[config.mk]
export PLATFORM = sky130hd
export DESIGN_NAME = multicycle_ctrl
export DESIGN_NICKNAME = d
export VERILOG_FILES = /design/src/rtl/cpu_pkg.sv /design/src/rtl/alu_decode.sv /design/src/rtl/multicycle_ctrl.sv
export SDC_FILE = /design/constraint.sdc
export NUM_CORES = 1
export LEC_CHECK = 0
export ABC_AREA = 1
export CAP_MARGIN = 40
export CORE_AREA = 8 8 50 68
export DETAILED_ROUTE_END_ITERATION = 8
export DIE_AREA = 0 0 58 76
export PLACE_DENSITY = 0.73
export SLEW_MARGIN = 20
export SYNTH_ARGS = -nofsm -noshare
export SYNTH_HDL_FRONTEND = slang
export SYNTH_HIERARCHICAL = 1
export SYNTH_SLANG_ARGS = --single-unit
[constraint.sdc]
create_clock -name clk -period 1.5 [get_ports clk]
set_input_delay 0.3 -clock clk [delete_from_list [all_inputs] [get_ports clk]]
set_output_delay 0.3 -clock clk [all_outputs]
set_load 0.005 [all_outputs]
[src/rtl/cpu_pkg.sv]
// cpu_pkg: shared widths, FSM states, opcode/funct constants, ALU codes and datapath mux encodings.
package cpu_pkg;
  localparam int OP_W = 6;
  localparam int FUNCT_W = 6;
  localparam int ALU_CTRL_W = 4;
  localparam int SRC_B_W = 3;
  typedef enum logic [3:0] {
    S_FETCH, S_DECODE, S_EXEC_R, S_EXEC_I, S_ALU_WB, S_MEM_ADDR,
    S_MEM_RD, S_MEM_WB, S_MEM_WR, S_BRANCH, S_JUMP, S_TRAP
  } state_t;
  localparam logic [OP_W-1:0] OP_RTYPE = 6'h00, OP_J = 6'h02, OP_BEQ = 6'h04, OP_BNE = 6'h05;
  localparam logic [OP_W-1:0] OP_ADDI = 6'h08, OP_SLTI = 6'h0A, OP_ANDI = 6'h0C, OP_ORI = 6'h0D, OP_XORI = 6'h0E;
  localparam logic [OP_W-1:0] OP_LW = 6'h23, OP_SW = 6'h2B;
  localparam logic [FUNCT_W-1:0] F_SLL = 6'h00, F_SRL = 6'h02, F_SRA = 6'h03, F_ADD = 6'h20, F_SUB = 6'h22;
  localparam logic [FUNCT_W-1:0] F_AND = 6'h24, F_OR = 6'h25, F_XOR = 6'h26, F_NOR = 6'h27, F_SLT = 6'h2A;
  localparam logic [ALU_CTRL_W-1:0] ALU_ADD = 4'd0, ALU_SUB = 4'd1, ALU_AND = 4'd2, ALU_OR = 4'd3, ALU_XOR = 4'd4;
  localparam logic [ALU_CTRL_W-1:0] ALU_NOR = 4'd5, ALU_SLT = 4'd6, ALU_SLL = 4'd7, ALU_SRL = 4'd8, ALU_SRA = 4'd9;
  localparam logic [1:0] SRCA_PC = 2'b00, SRCA_A = 2'b01, SRCA_B = 2'b10;
  localparam logic [SRC_B_W-1:0] SRCB_B = 3'b000, SRCB_4 = 3'b001, SRCB_IMM = 3'b010, SRCB_IMM_SH = 3'b011, SRCB_SHAMT = 3'b100;
  localparam logic [1:0] PC_ALU = 2'b00, PC_ALUOUT = 2'b01, PC_JUMP = 2'b10;
  function automatic logic is_i_alu(input logic [OP_W-1:0] op);
    return op inside {OP_ADDI, OP_SLTI, OP_ANDI, OP_ORI, OP_XORI};
  endfunction
endpackage

[src/rtl/alu_decode.sv]
// alu_decode: (opcode, funct) -> ALU control code, shift operand select, zero-extend flag, legality.
module alu_decode
  import cpu_pkg::*;
(
  input  logic [OP_W-1:0]       opcode,
  input  logic [FUNCT_W-1:0]    funct,
  output logic [ALU_CTRL_W-1:0] alu_ctrl,
  output logic                  shift,
  output logic                  ext_zero,
  output logic                  legal
);
  always_comb begin
    alu_ctrl = ALU_ADD;
    shift = 1'b0;
    ext_zero = 1'b0;
    legal = 1'b1;
    if (opcode == OP_RTYPE)
      case (funct)
        F_ADD: alu_ctrl = ALU_ADD;
        F_SUB: alu_ctrl = ALU_SUB;
        F_AND: alu_ctrl = ALU_AND;
        F_OR:  alu_ctrl = ALU_OR;
        F_XOR: alu_ctrl = ALU_XOR;
        F_NOR: alu_ctrl = ALU_NOR;
        F_SLT: alu_ctrl = ALU_SLT;
        F_SLL: begin alu_ctrl = ALU_SLL; shift = 1'b1; end
        F_SRL: begin alu_ctrl = ALU_SRL; shift = 1'b1; end
        F_SRA: begin alu_ctrl = ALU_SRA; shift = 1'b1; end
        default: legal = 1'b0;
      endcase
    else
      case (opcode)
        OP_ADDI: alu_ctrl = ALU_ADD;
        OP_SLTI: alu_ctrl = ALU_SLT;
        OP_ANDI: begin alu_ctrl = ALU_AND; ext_zero = 1'b1; end
        OP_ORI:  begin alu_ctrl = ALU_OR;  ext_zero = 1'b1; end
        OP_XORI: begin alu_ctrl = ALU_XOR; ext_zero = 1'b1; end
        default: legal = 1'b0;
      endcase
  end
endmodule

[src/rtl/multicycle_ctrl.sv]
// multicycle_ctrl: multicycle MIPS control FSM with sticky illegal-op trap.
// Define MC_CTRL_MEM_WAIT_EN to add mem_ready and stall the memory states on it.
module multicycle_ctrl
  import cpu_pkg::*;
(
  input  logic                  clk,
  input  logic                  rst,
  input  logic                  clk_en,
  input  logic [OP_W-1:0]       opcode,
  input  logic [FUNCT_W-1:0]    funct,
  input  logic                  zero,
`ifdef MC_CTRL_MEM_WAIT_EN
  input  logic                  mem_ready,
`endif
  output logic [1:0]            ALUSrcA,
  output logic [SRC_B_W-1:0]    ALUSrcB,
  output logic [ALU_CTRL_W-1:0] ALUControl,
  output logic                  ExtZero,
  output logic                  IorD,
  output logic [1:0]            PCSrc,
  output logic                  IRWrite,
  output logic                  PCWrite,
  output logic                  RegWrite,
  output logic                  MemRead,
  output logic                  MemWrite,
  output logic                  RegDst,
  output logic                  MemToReg,
  output logic                  illegal_op
);
  state_t state, nxt;
  logic ready, go, ir_w, pc_w, reg_w, mem_r, mem_w;
  logic [ALU_CTRL_W-1:0] alu_ctrl;
  logic shift, ext_zero, legal;
`ifdef MC_CTRL_MEM_WAIT_EN
  assign ready = mem_ready;
`else
  assign ready = 1'b1;
`endif
  alu_decode u_dec (.opcode(opcode), .funct(funct), .alu_ctrl(alu_ctrl), .shift(shift), .ext_zero(ext_zero), .legal(legal));
  always_comb begin
    nxt = S_FETCH;
    case (state)
      S_FETCH:    nxt = ready ? S_DECODE : S_FETCH;
      S_DECODE:   nxt = opcode == OP_RTYPE ? S_EXEC_R :
                        is_i_alu(opcode) ? S_EXEC_I :
                        (opcode == OP_LW || opcode == OP_SW) ? S_MEM_ADDR :
                        (opcode == OP_BEQ || opcode == OP_BNE) ? S_BRANCH :
                        opcode == OP_J ? S_JUMP : S_TRAP;
      S_EXEC_R:   nxt = legal ? S_ALU_WB : S_TRAP;
      S_EXEC_I:   nxt = S_ALU_WB;
      S_MEM_ADDR: nxt = opcode == OP_LW ? S_MEM_RD : S_MEM_WR;
      S_MEM_RD:   nxt = ready ? S_MEM_WB : S_MEM_RD;
      S_MEM_WR:   nxt = ready ? S_FETCH : S_MEM_WR;
      S_TRAP:     nxt = S_TRAP;
      default:    nxt = S_FETCH;
    endcase
  end
  always_ff @(posedge clk)
    if (rst) begin
      state <= S_FETCH;
      illegal_op <= 1'b0;
    end else if (clk_en) begin
      state <= nxt;
      illegal_op <= illegal_op | (nxt == S_TRAP);
    end
  // Raw strobes are decoded here and gated by clk_en/rst below, so a frozen or aborted cycle never writes.
  always_comb begin
    ALUSrcA = SRCA_PC;
    ALUSrcB = SRCB_B;
    ALUControl = ALU_ADD;
    ExtZero = 1'b0;
    IorD = 1'b0;
    PCSrc = PC_ALU;
    RegDst = 1'b0;
    MemToReg = 1'b0;
    ir_w = 1'b0;
    pc_w = 1'b0;
    reg_w = 1'b0;
    mem_r = 1'b0;
    mem_w = 1'b0;
    case (state)
      S_FETCH:    begin ALUSrcB = SRCB_4; mem_r = 1'b1; ir_w = ready; pc_w = ready; end
      S_DECODE:   ALUSrcB = SRCB_IMM_SH;
      S_EXEC_R:   begin ALUSrcA = shift ? SRCA_B : SRCA_A; ALUSrcB = shift ? SRCB_SHAMT : SRCB_B; ALUControl = alu_ctrl; end
      S_EXEC_I:   begin ALUSrcA = SRCA_A; ALUSrcB = SRCB_IMM; ALUControl = alu_ctrl; ExtZero = ext_zero; end
      S_ALU_WB:   begin reg_w = 1'b1; RegDst = opcode == OP_RTYPE; end
      S_MEM_ADDR: begin ALUSrcA = SRCA_A; ALUSrcB = SRCB_IMM; end
      S_MEM_RD:   begin IorD = 1'b1; mem_r = 1'b1; end
      S_MEM_WB:   begin reg_w = 1'b1; MemToReg = 1'b1; end
      S_MEM_WR:   begin IorD = 1'b1; mem_w = 1'b1; end
      S_BRANCH:   begin ALUSrcA = SRCA_A; ALUControl = ALU_SUB; PCSrc = PC_ALUOUT; pc_w = (opcode == OP_BNE) ^ zero; end
      S_JUMP:     begin PCSrc = PC_JUMP; pc_w = 1'b1; end
      default:    ;
    endcase
  end
  assign go = clk_en & ~rst;
  assign IRWrite = ir_w & go;
  assign PCWrite = pc_w & go;
  assign RegWrite = reg_w & go;
  assign MemRead = mem_r & go;
  assign MemWrite = mem_w & go;
endmodule

==> key figures, run 1 <==
Status
  • Run status: finished, violations left
  • Failing checks: negative setup slack

Finish
  • Number of antenna diodes: 0
  • # fillers: approximately 110
  • Util after Layout: 0.897
  • Share of cells above drive strength 1: 0.679
  • Fin nets: between 300 and 400
  • Non-filler cells in the finished layout: between 300 and 400
  • Synth-to-layout area growth: 155%

Setup path
  • CP endpoint kind: output pin
  • Worst-path fanout max: 3
  • Worst-path cell chain: buf_8 -> buf_4 -> inv_2 -> nor2_4 -> nand2_4 -> nor2_4 -> buf_4 -> o21ai_1 -> nand3b_1 -> inv_1 -> nor2_1 -> buf_2
  • Critical Path RT: 1.20 ns
  • Crit-path leading delay family: buffers and inverters
  • Crit Path Category: input pin to output pin
  • Buf+Inv Stages, Crit Path: 6
  • Highest-delay cell along the critical path: o21ai_1
  • Startpoint Class: input pin
  • CP arrival: roughly 1.5 ns
  • Worst stage delay on the critical path: roughly 0.23 ns

Floorplanning
  • CORE AREA: roughly 2500 µm²
  • Die Area: 4410 µm²
  • I/O pin count: 37
  • Die X: between 50 and 60 µm
  • Initial Util: 0.352
  • # rows: 22
  • Die Y: about 76 µm

CTS
  • CTS root buf: clkbuf_4
  • CTS Buf Count: 3
  • Clk buf depth: 2
  • Reg clk slew, reported paths: about 0.050 ns
  • TritonCTS clock tree: yes
  • Number of clock sinks: 5
  • # hold bufs at CTS: 0
  • Skew-Pair Late Insertion Delay: roughly 0.26 ns
  • H-tree levels: 1

Min path
  • Worst Hold Class: input pin to flip-flop

Routing
  • DRC viols: 0
  • Post-DRT Antenna Nets: 0
  • Vias per std cell: around 5.6
  • Drt wl/cell: around 19 µm
  • Via count: 1759
  • Routed Wire Length: about 6000 µm
  • DR iter-0 viols: between 100 and 150
  • First-pass DRT Iterations: 5

Timing
  • Slew Viols, Final: 0
  • Final hold slack: 0.427 ns
  • Period utilization: 1.20
  • RSZ-0062 raised after global routing: yes
  • Final Skew: between 0.004 and 0.005 ns
  • Final Setup Violations: 24
  • Final hold violations: 0
  • Period minus WS final: ~1.8 ns
  • Fmax: about 560 MHz
  • Post-layout worst setup margin: -0.295 ns
  • Tightest Pin Transition: 0.313 ns
  • Slew headroom: 0.790

Global routing
  • Total GRT Usage: 0.204
  • Global route overflow: 0
  • Largest net degree at the start of global routing: 7
  • Number of global-route vias before repair: 1648
  • Antenna violations before repair: 0
  • First-pass GRT wire length: between 7000 and 8000 µm

Placement
  • DP Wirelength: about 2700 µm
  • Port Buffers: 36
  • Placed cell count: ~280
  • Setup WS pre-CTS: -0.954 ns
  • GPL Wtd Cong: 0.931

Synth
  • Cell count after synthesis: around 180
  • Mapped Nets: around 190
  • Synth Cell Area: 872 µm²
  • Ys Warns: 6
  • Mean cell area of the mapped netlist: between 4 and 5 µm²
  • Sequential area share after synthesis: 0.115
  • Post-synth cell types: 23
  • Post-synthesis register bit count: 5

Power and ir drop
  • Max VDD drop: roughly 0.24 mV
  • Total power: just under 0.001 W
  • Leak: between 1 and 1.5 nW
  • Power density cells: roughly 440 nW/µm²

Job
  • Maxcap violations: 0
## sequential cells by signal (all words and copies together) (netlist names)
signal and cells:
state 4, illegal_op 1
## path summary, 6_finish.rpt
kind	start	end	slack, ns	depth (start not counted)
setup / recovery	funct[2]	ALUControl[1]	-0.30	12
hold / removal	rst	state[0]	0.43	3
setup reg to reg	state[2]	illegal_op	-0.18	11
hold reg to reg	illegal_op	illegal_op	0.50	2
## through the flow
stage	setup TNS (ns)	area, µm²
2_1_floorplan	0	872
3_3_place_gp	-14.17	1570
3_5_place_dp	-14.42	1570
4_1_cts	-0.936	1990
5_1_grt	-4.45	2220
6_report	-3.07	2220
## final cells by class
cell class / count / area [µm²] / share of cell area
repair buffers: 108 / 893 / 0.402
clock buffers: 4 / 26.3 / 0.0118
well taps: 24 / 30.0 / 0.0135
inverters: 32 / 133 / 0.0597
flip-flops and latches: 5 / 113 / 0.0507
multi-input cells: 141 / 1030 / 0.462
## placed cells by master, fill, tap and decap left out, types with 3 or more instances in the layout
| cell type | instances |
|---|---|
| inv_2 | 11 |
| a21oi_2 | 4 |
| dfxtp_4 | 3 |
| buf_6 | 23 |
| inv_1 | 17 |
| clkbuf_4 | 3 |
| nand3_1 | 13 |
| nand3_4 | 3 |
| nand2_4 | 4 |
| buf_2 | 22 |
| buf_8 | 4 |
| nand2_1 | 26 |
| nand2_2 | 12 |
| nor2_1 | 19 |
| nor2_2 | 12 |
| nor2_4 | 20 |
| o21ai_1 | 4 |
| inv_4 | 3 |
| nand3_2 | 4 |
| buf_4 | 53 |
## what timing repair did
| item | in CTS | in global routing |
|---|---|---|
| setup buffers | 26 | 11 |
| pin swaps | 58 | 33 |
| gates resized for setup | 236 | 51 |
| setup endpoints to repair | 25 | 25 |
## worst register-to-register path, stage by stage (launching register included)
cell	delay, ns
dfxtp_4	0.37
buf_6	0.14
nor2_4	0.20
nand2_2	0.13
buf_4	0.15
buf_4	0.12
buf_4	0.12
nand3_2	0.08
nand2_2	0.05
nor2_2	0.13
nor2_1	0.06
nor2_1	0.07
## kinds of logic (layout without fill, tap and decap cells)
| kind of cell | Yosys count | after routing | synth area share |
|---|---|---|---|
| buffers and inverters | 32 | 144 | 0.138 |
| and+or+nand+nor | 123 | 123 | 0.624 |
| DFF | 5 | 5 | 0.115 |
| AOI/OAI and AO/OA | 18 | 18 | 0.123 |
## synth_stat cells
| master | count | area share |
|---|---|---|
| nor2_1 | 44 | 0.19 |
| nand2_1 | 42 | 0.18 |
| inv_1 | 30 | 0.13 |
| nand3_1 | 20 | 0.11 |
| a21oi_1 | 6 | 0.034 |
| dfxtp_1 | 5 | 0.11 |
| nor2_2 | 5 | 0.036 |
| o21ai_0 | 5 | 0.029 |
| inv_2 | 2 | 0.0086 |
| nand2_2 | 2 | 0.014 |
| nor2_4 | 2 | 0.026 |
| nor3_1 | 2 | 0.011 |
| o211ai_1 | 2 | 0.017 |
| o31ai_1 | 2 | 0.017 |
| a211oi_1 | 1 | 0.0086 |
| nand3b_1 | 1 | 0.0086 |
| nand4_1 | 1 | 0.0072 |
| nand4_2 | 1 | 0.014 |
| nor2b_1 | 1 | 0.0072 |
| nor4_1 | 1 | 0.0072 |
| o21ai_2 | 1 | 0.010 |
| o22ai_1 | 1 | 0.0072 |
| or2_2 | 1 | 0.0072 |
## where the power goes
part	leakage (nW)	internal [W]	switching, W
Combinational	1.04	0.000329	0.000323
Clock	0.0150	0.000101	0.0000688
Sequential	0.0434	0.000141	0.0000180
Total	1.10	0.000572	0.000410
## routing by layer
metal	share of wire	vias to the layer above	track usage
met5	0	-	0
met4	0.062	0	0.0837
met3	0.049	36	0.0287
met2	0.55	96	0.409
met1	0.34	837	0.189
li1	-	790	-
(Power assumes the default switching activity.)
==> run 2: changes to the inputs <==
--- a/config.mk
+++ b/config.mk
@@ -7,10 +7,10 @@
 export LEC_CHECK = 0
 export ABC_AREA = 1
 export CAP_MARGIN = 40
-export CORE_AREA = 8 8 50 68
+export CORE_AREA = 8 8 47 64
 export DETAILED_ROUTE_END_ITERATION = 8
-export DIE_AREA = 0 0 58 76
-export PLACE_DENSITY = 0.73
+export DIE_AREA = 0 0 55 72
+export DONT_BUFFER_PORTS = 1
 export SLEW_MARGIN = 20
 export SYNTH_ARGS = -nofsm -noshare
 export SYNTH_HDL_FRONTEND = slang
==> run 2 against run 1 <==
The run still ends with negative setup slack left. Clock skew down 0.0032 ns. Core utilization down 29 points. Final area down 43%. Critical path type is now flip-flop to output pin. Critical endpoint is now PCWrite. Highest routed layer unchanged.
==> key figures, run 2 (synthesized netlist as in run 1, its figures left out) <==
Status
  • Run status: finished, violations left
  • Failing checks: negative setup slack

Timing
  • Final hold slack: 0.121 ns (-0.306 ns)
  • RSZ-0062 raised after global routing: yes
  • Slew Viols, Final: 0 (unchanged)
  • Slew headroom: 0.821 (+0.0315)
  • Fmax: 665 MHz (+19%)
  • Final hold violations: 0 (unchanged)
  • Tightest Pin Transition: 0.267 ns (-0.0456 ns)
  • Final Skew: 0.00163 ns (-0.00316 ns)
  • Period minus WS final: 1.50 ns (-0.291 ns)
  • Final Setup Violations: 1 (-96%)
  • Period utilization: 1.00 (-0.194)
  • Post-layout worst setup margin: -0.00440 ns (+0.291 ns)

Finish
  • Register area: 110 µm² (-2.2%)
  • Largest Register: state
  • Final instance area: 1270 µm² (-43%)
  • Share of cells above drive strength 1: 0.361 (-0.318)
  • Synth-to-layout area growth: 46.1%
  • Commonest non-fill, non-tap cells in the layout: nand2_1 (33), nor2_1 (32), inv_1 (27)
  • Largest registers: state: 4 flops, illegal_op: 1 flops
  • Fin nets: 219 (-29%)
  • Number of antenna diodes: 0 (unchanged)
  • Leading cell type in the layout, fill and taps excluded: nand2_1
  • Multi-input logic area: 830 µm² (-19%)
  • Max reg flops: 4 (unchanged)
  • # fillers: 212 (+100%)

Placement
  • DP Wirelength: 2290 µm (-14%)
  • Setup WS pre-CTS: -0.102 ns (+0.852 ns)
  • Port Buffers: 0 (-100%)
  • GPL Wtd Cong: 0.919 (-1.3%)
  • Area after DPL: 1000 µm² (-36%)

Power and ir drop
  • Total power: 0.000583 W (-41%)
  • Max VDD drop: 0.484 mV (+100%)
  • Power density cells: 458 nW/µm² (+3.6%)
  • Leak: 0.587 nW (-47%)

Floorplanning
  • CORE AREA: 2100 µm² (-15%)
  • I/O pin count: 37 (unchanged)
  • Initial Util: 0.415 (+0.0629)
  • Die Area: 3960 µm² (-10%)
  • Die X: 55 µm (-5.2%)
  • # rows: 20 (-9.1%)
  • Die Y: 72 µm (-5.3%)

CTS
  • Clk buf depth: 2 (unchanged)
  • CTS Buf Count: 3 (unchanged)
  • # hold bufs at CTS: 0 (unchanged)
  • H-tree levels: 1 (unchanged)
  • Skew-Pair Late Insertion Delay: 0.24 ns (-0.02 ns)
  • CTS root buf: clkbuf_4
  • TritonCTS clock tree: yes
  • Number of clock sinks: 5 (unchanged)
  • Reg clk slew, reported paths: 0.04 ns (about the same)

Setup path
  • Startpoint Class: flip-flop
  • CP endpoint kind: output pin
  • Crit Path Category: flip-flop to output pin
  • Critical Path RT: 1.20 ns (about the same)
  • Worst-path fanout max: 4 (+1)
  • CP arrival: 1.20 ns (-0.30 ns)

Routing
  • DR iter-0 viols: 35 (-72%)
  • DRC viols: 0 (unchanged)
  • Vias per std cell: 5.41 (-3.5%)
  • Via count: 1211 (-31%)
  • First-pass DRT Iterations: 4 (-1)
  • Routed Wire Length: 2940 µm (-50%)
  • Drt wl/cell: 13.1 µm (-30%)
  • Post-DRT Antenna Nets: 0 (unchanged)

Global routing
  • Total GRT Usage: 0.137 (-0.0663)
  • Largest net degree at the start of global routing: 9 (+2)
  • First-pass GRT wire length: 4440 µm (-40%)
  • Number of global-route vias before repair: 1151 (-30%)
  • Global route overflow: 0 (unchanged)
  • Antenna violations before repair: 0 (unchanged)

Min path
  • Worst Hold Class: input pin to flip-flop

Job
  • Maxcap violations: 0 (unchanged)
## run 2: power breakdown
group          switching, W  internal, W  leakage [nW]
sequential        0.0000187     0.000143        0.0431
combinational      0.000165     0.000108         0.529
clock             0.0000484     0.000100        0.0150
## run 2: through the flow
stage / util / TNS (ns) / instances
finish: 0.606 / -0.00440 / 224
global route: 0.606 / -0.396 / 224
global placement: 0.478 / -0.0447 / 214
floorplan: - / 0 / 178
CTS: 0.525 / -0.102 / 221
detailed placement: 0.478 / -0.110 / 214
## run 2: worst paths after layout
| check | start | endpoint | slack [ns] | cells after the start |
|---|---|---|---|---|
| max | state[2] | PCWrite | -0.004 | 5 |
| min reg2reg | illegal_op | illegal_op | 0.51 | 2 |
| max reg2reg | state[3] | illegal_op | 0.07 | 11 |
| min | rst | state[3] | 0.12 | 1 |
## run 2: timing repair
item / CTS / global route
gates resized for setup: 15 / 41
pin swaps: 6 / 13
buffers inserted: 3 / 3
endpoints found under the setup margin: 8 / 18
## run 2: critical path, stage by stage (launching register included)
cell     delay, ns
dfxtp_2       0.35
nor2_4        0.12
inv_2         0.07
nor3_4        0.21
a21oi_2       0.05
a21oi_2       0.17
## run 2: layout make-up
type,count,area share
clock buffers,4,0.0206
inverters,32,0.0963
multi-input cells,141,0.651
flip-flops and latches,5,0.0864
well taps,22,0.0216
repair buffers,20,0.124
## run 2: metal layers
| layer | part of all wire | wire [µm] | track usage | vias to the layer above |
|---|---|---|---|---|
| li1 | - | - | - | 613 |
| met1 | 0.33 | 975 | 0.147 | 558 |
| met2 | 0.56 | 1660 | 0.238 | 36 |
| met3 | 0.089 | 263 | 0.0266 | 4 |
| met4 | 0.014 | 42 | 0.0697 | 0 |
| met5 | 0 | 0 | 0 | - |
==> edit 1: new RTL, settings of run 2 <==
Put a register stage on the output `MemToReg`. The value now appears one clock later. The other outputs are not delayed to match.
--- a/src/rtl/multicycle_ctrl.sv
+++ b/src/rtl/multicycle_ctrl.sv
@@ -27,6 +27,8 @@
   output logic                  MemToReg,
   output logic                  illegal_op
 );
+
+  logic MemToReg_d;
   state_t state, nxt;
   logic ready, go, ir_w, pc_w, reg_w, mem_r, mem_w;
   logic [ALU_CTRL_W-1:0] alu_ctrl;
@@ -72,7 +74,7 @@
     IorD = 1'b0;
     PCSrc = PC_ALU;
     RegDst = 1'b0;
-    MemToReg = 1'b0;
+    MemToReg_d = 1'b0;
     ir_w = 1'b0;
     pc_w = 1'b0;
     reg_w = 1'b0;
@@ -86,7 +88,7 @@
       S_ALU_WB:   begin reg_w = 1'b1; RegDst = opcode == OP_RTYPE; end
       S_MEM_ADDR: begin ALUSrcA = SRCA_A; ALUSrcB = SRCB_IMM; end
       S_MEM_RD:   begin IorD = 1'b1; mem_r = 1'b1; end
-      S_MEM_WB:   begin reg_w = 1'b1; MemToReg = 1'b1; end
+      S_MEM_WB:   begin reg_w = 1'b1; MemToReg_d = 1'b1; end
       S_MEM_WR:   begin IorD = 1'b1; mem_w = 1'b1; end
       S_BRANCH:   begin ALUSrcA = SRCA_A; ALUControl = ALU_SUB; PCSrc = PC_ALUOUT; pc_w = (opcode == OP_BNE) ^ zero; end
       S_JUMP:     begin PCSrc = PC_JUMP; pc_w = 1'b1; end
@@ -99,5 +101,9 @@
   assign RegWrite = reg_w & go;
   assign MemRead = mem_r & go;
   assign MemWrite = mem_w & go;
+  always_ff @(posedge clk) begin
+    MemToReg <= MemToReg_d;
+  end
+
 endmodule
 
Behaviour: not the same (a bounded check fails within 10 cycles, from zero or initial values and one cycle with rst high).
==> edit 1 against run 2 <==
Synthesized cell count is 1.1% higher. Sequential share of layout area is 0.27 points higher. Worst setup slack worse by 0.14 ns. Wire length is 6.3% higher. The run still ends with setup timing left. Largest power group unchanged. Critical path depth is 1 higher. Design area is 9.1% higher. Total power is 14% higher. Sequential cell count is 1 higher. Synthesized area is 2.9% higher. Highest routed layer unchanged. Non-clock buffer count is 8 higher. Register-to-register slack worse by 0.10 ns.
==> edit 1: results (changes against run 2) <==
Outcome
  • Status: complete, but fails checks (unchanged)
  • Failing checks: setup timing (unchanged)

Drt
  • DR iter-0 viols: 22 (was 35)
  • Via count: 1251 (was 1211)
  • WL met2: 1.73 mm (was 1.66 mm)
  • Metal-1 WL: 1.10 mm (was 975 um)
  • Avg WL per Cell: 13.4 um (was 13.1 um)
  • Met3 Wirelength: 203 um (was 263 um)

Global routing
  • Pin count of the biggest net entering global routing: 10 (was 9)
  • Global-route wire length before repair: 4.49 mm (was 4.44 mm)
  • Vias in the first global route: 1168 (was 1151)
  • Total track usage: 14.1% (was 13.7%)

Cells and area
  • Layout cells sized above 1: 41.7% (was 36.1%)
  • Buffers excl. clock: 28 (was 20)
  • Clk cell area share: 1.62% (was 2.06%)
  • Layout filler cell count: 196 (was 212)
  • Multi-Input Combinational: 140 (was 141)
  • Inverters excl. clock: 34 (was 32)
  • Clk_buf instances: 3 (was 4)
  • Sequential fraction of total cell area: 8.91% (was 8.64%)
  • NumNets Final: 229 (was 219)
  • Final non-clock buffer share: 16.5% (was 12.4%)
  • Top Registers: state (4), MemToReg (1), illegal_op (1) (was state (4), illegal_op (1))
  • Multi-input gate area: 857 um^2 (was 830 um^2)

Pwr
  • Pleak: 0.644 nW (was 0.587 nW)
  • Combinational power share: 50.2% (was 46.8%)
  • Power Total: 663 uW (was 583 uW)
  • Switch share: 40.2% (was 39.8%)
  • Seq. pwr: 185 uW (was 162 uW)
  • Peak VDD IR: 0.383 mV (was 0.484 mV)

Timing
  • Final worst setup slack: -0.144 ns (was -0.00440 ns)
  • Final setup violation count: 14 (was 1)
  • Least-Margin Pin Slew: 0.330 ns (was 0.267 ns)
  • Fin Clk Skew: 0.000664 ns (was 0.00163 ns)
  • Setup_tns: -0.820 ns (was -0.00440 ns)

Synth
  • Post-synthesis compound-gate area fraction: 12.7% (was 12.3%)
  • Top post-synthesis cells by area: nor2_1 (18%), nand2_1 (16%), dfxtp_1 (13%) (was nor2_1 (19%), nand2_1 (18%), inv_1 (13%))
  • Syn_nets: 196 (was 194)
  • Seq/Total Area, Yosys: 13.4% (was 11.5%)
  • Warnings, synthesis: 6 (unchanged)
  • Distinct cells, synth: 22 (was 23)
  • Synth cell count leaders: nor2_1 (44), nand2_1 (38), inv_1 (31), nand3_1 (20), o21ai_0 (8) (was nor2_1 (44), nand2_1 (42), inv_1 (30), nand3_1 (20), a21oi_1 (6))

Worst hold path
  • Worst hold path class: input pin to register (unchanged)

Clocking
  • Setup Fix Bufs, Post-CTS: 5 (was 3)
  • Num Clock Sinks: 6 (was 5)
  • CTS resizes: 12 (was 15)

Placed design
  • Final HPWL DP: 2.38 mm (was 2.29 mm)
  • Placer Congestion: 0.910 (was 0.919)

Setup path
  • Worst path top cell family by delay: simple AND/OR/NAND/NOR gates (was flip-flops)
  • Crit path max fanout: 5 (was 4)
  • Worst path max stage delay: 0.33 ns (was 0.35 ns)
  • WP data arrival: 1.34 ns (was 1.20 ns)
  • Slowest CP cell: dfxtp_2 (unchanged)
-- edit 1: per-stage QoR --
step                hold WS, ns  instances  setup WS [ns]  area [um^2]
floorplan                 0.369        180        0.00845          925
global placement          0.373        222         -0.162         1100
detailed placement        0.375        222         -0.200         1100
CTS                       0.110        230         -0.154         1190
global route              0.116        233         -0.205         1390
finish                    0.113        233         -0.144         1390
-- edit 1: layer usage --
| metal | vias to the layer above | GRT usage [%] |
|---|---|---|
| met5 | - | 0 |
| met4 | 0 | 8.04 |
| met3 | 11 | 2.66 |
| met2 | 36 | 26.5 |
| met1 | 570 | 12.7 |
| li1 | 634 | - |
-- edit 1: worst paths after layout --
path                               start    endpoint  slack, ns  depth (start not counted)
worst max-delay path            state[3]  ALUSrcA[0]      -0.14                          6
worst min-delay path                 rst    state[3]       0.11                          1
worst max register to register  state[3]    state[2]      -0.03                         11
worst min register to register  state[3]    state[3]       0.48                          2
==> edit 2: new RTL, settings of run 2 <==
Made on the original files. The package constant `FUNCT_W` goes from 6 to 7.
--- a/src/rtl/cpu_pkg.sv
+++ b/src/rtl/cpu_pkg.sv
@@ -1,7 +1,7 @@
 // cpu_pkg: shared widths, FSM states, opcode/funct constants, ALU codes and datapath mux encodings.
 package cpu_pkg;
   localparam int OP_W = 6;
-  localparam int FUNCT_W = 6;
+  localparam int FUNCT_W = 7;
   localparam int ALU_CTRL_W = 4;
   localparam int SRC_B_W = 3;
   typedef enum logic [3:0] {
Ports: changed (resized funct); port bits go from 37 to 38. No check against the original RTL was run, so the function may have changed too.
==> edit 2 against run 2 <==
Sequential cell count unchanged. Die area unchanged. Register-to-register slack improved by 0.05 ns. Synthesized area increased by 6.6%. Design area increased by 2.0%. Worst setup slack improved by 0.024 ns. Clock skew about the same. Wire length decreased by 4.7%. Total power decreased by 1.6%. Critical endpoint is now ALUSrcA[0]. Largest power group unchanged. Highest routed layer unchanged.
==> edit 2: results (changes against run 2) <==
Global routing
  • Global-route wire length before repair: 4.58 mm (was 4.44 mm)
  • Met2 GRT Util: 26.8% (was 23.8%)
  • Met1 Resource Use GR: 14.4% (was 14.7%)
  • Pin count of the biggest net entering global routing: 10 (was 9)
  • Total track usage: 14.2% (was 13.7%)
  • Vias in the first global route: 1191 (was 1151)

Cells and area
  • NumNets Final: 232 (was 219)
  • Layout cells sized above 1: 36.9% (was 36.1%)
  • Layout filler cell count: 216 (was 212)

Placed design
  • Worst slack at placement: -0.0819 ns (was -0.102 ns)
  • Final HPWL DP: 2.37 mm (was 2.29 mm)
  • Placer Congestion: 0.912 (was 0.919)

Synth
  • Post-synthesis compound-gate area fraction: 9.02% (was 12.3%)
  • Distinct cells, synth: 21 (was 23)
  • Seq/Total Area, Yosys: 10.8% (was 11.5%)
  • Synth cell count leaders: nand2_1 (50), nor2_1 (44), inv_1 (29), nand3_1 (19), nor2_2 (10) (was nor2_1 (44), nand2_1 (42), inv_1 (30), nand3_1 (20), a21oi_1 (6))
  • Top post-synthesis cells by area: nand2_1 (20%), nor2_1 (18%), inv_1 (12%) (was nor2_1 (19%), nand2_1 (18%), inv_1 (13%))
  • Syn_nets: 207 (was 194)

Pwr
  • Peak VDD IR: 0.472 mV (was 0.484 mV)

Worst hold path
  • Worst min-delay path endpoint: state[0] (was state[3])

Timing
  • Fin Clk Skew: 0.00192 ns (was 0.00163 ns)
  • Least-Margin Pin Slew: 0.379 ns (was 0.267 ns)
  • Final Hold Slack: 0.115 ns (was 0.121 ns)

Setup path
  • R2R Setup Slk: 0.12 ns (was 0.07 ns)

Drt
  • WL met2: 1.59 mm (was 1.66 mm)
  • DR iter-0 viols: 38 (was 35)
  • Metal-1 WL: 970 um (was 975 um)
  • Avg WL per Cell: 11.9 um (was 13.1 um)

Outcome
  • Status: completed (was complete, but fails checks)

Clocking
  • Clk_lat worst skew: 0.24 ns (about the same)
-- edit 2: layout make-up --
| type | count | area, um^2 | area share (%) |
|---|---|---|---|
| clock buffer | 4 | 26.3 | 2.02 |
| inverter | 34 | 133 | 10.2 |
| multi-input combinational | 151 | 841 | 64.7 |
| sequential | 5 | 110 | 8.48 |
| tap | 22 | 27.5 | 2.12 |
| timing repair buffer | 20 | 161 | 12.4 |
-- edit 2: through the flow --
| step | cell area [um^2] | instances | total power [mW] |
|---|---|---|---|
| 2_1_floorplan | 930 | 190 | 0.302 |
| 3_3_place_gp | 1060 | 226 | 0.348 |
| 3_5_place_dp | 1060 | 226 | 0.351 |
| 4_1_cts | 1200 | 235 | 0.549 |
| 5_1_grt | 1300 | 236 | 0.616 |
| 6_report | 1300 | 236 | 0.574 |
-- edit 2: repair_timing --
item	4_1_cts	5_1_grt
setup endpoints to repair	9	15
gates resized for setup	27	23
gates cloned	0	0
buffers inserted	5	1
pin swaps	8	9
-- edit 2: power by group --
part,internal [mW],total (mW),leakage (nW),switching (mW)
clock,0.100,0.152,0.0150,0.0515
combinational,0.104,0.258,0.557,0.154
sequential,0.143,0.164,0.0431,0.0213
total,0.348,0.574,0.615,0.226
-- edit 2: worst max-delay path by stage --
stage	from	to	slack, ns	cells after the start
finish	state[3]	ALUSrcA[0]	0.02	4
CTS	state[3]	ALUSrcA[0]	-0.009	4
global placement	funct[6]	illegal_op	-0.06	14
floorplan	funct[5]	illegal_op	0.05	14
detailed placement	funct[6]	illegal_op	-0.08	14
global route	state[3]	ALUSrcA[0]	-0.06	4
-- edit 2: worst max-delay path: stages (launching register included) --
cell and delay, ns:
dfxtp_2 0.32, buf_6 0.12, nor2_4 0.17, nand2_4 0.08
o211ai_1 0.25
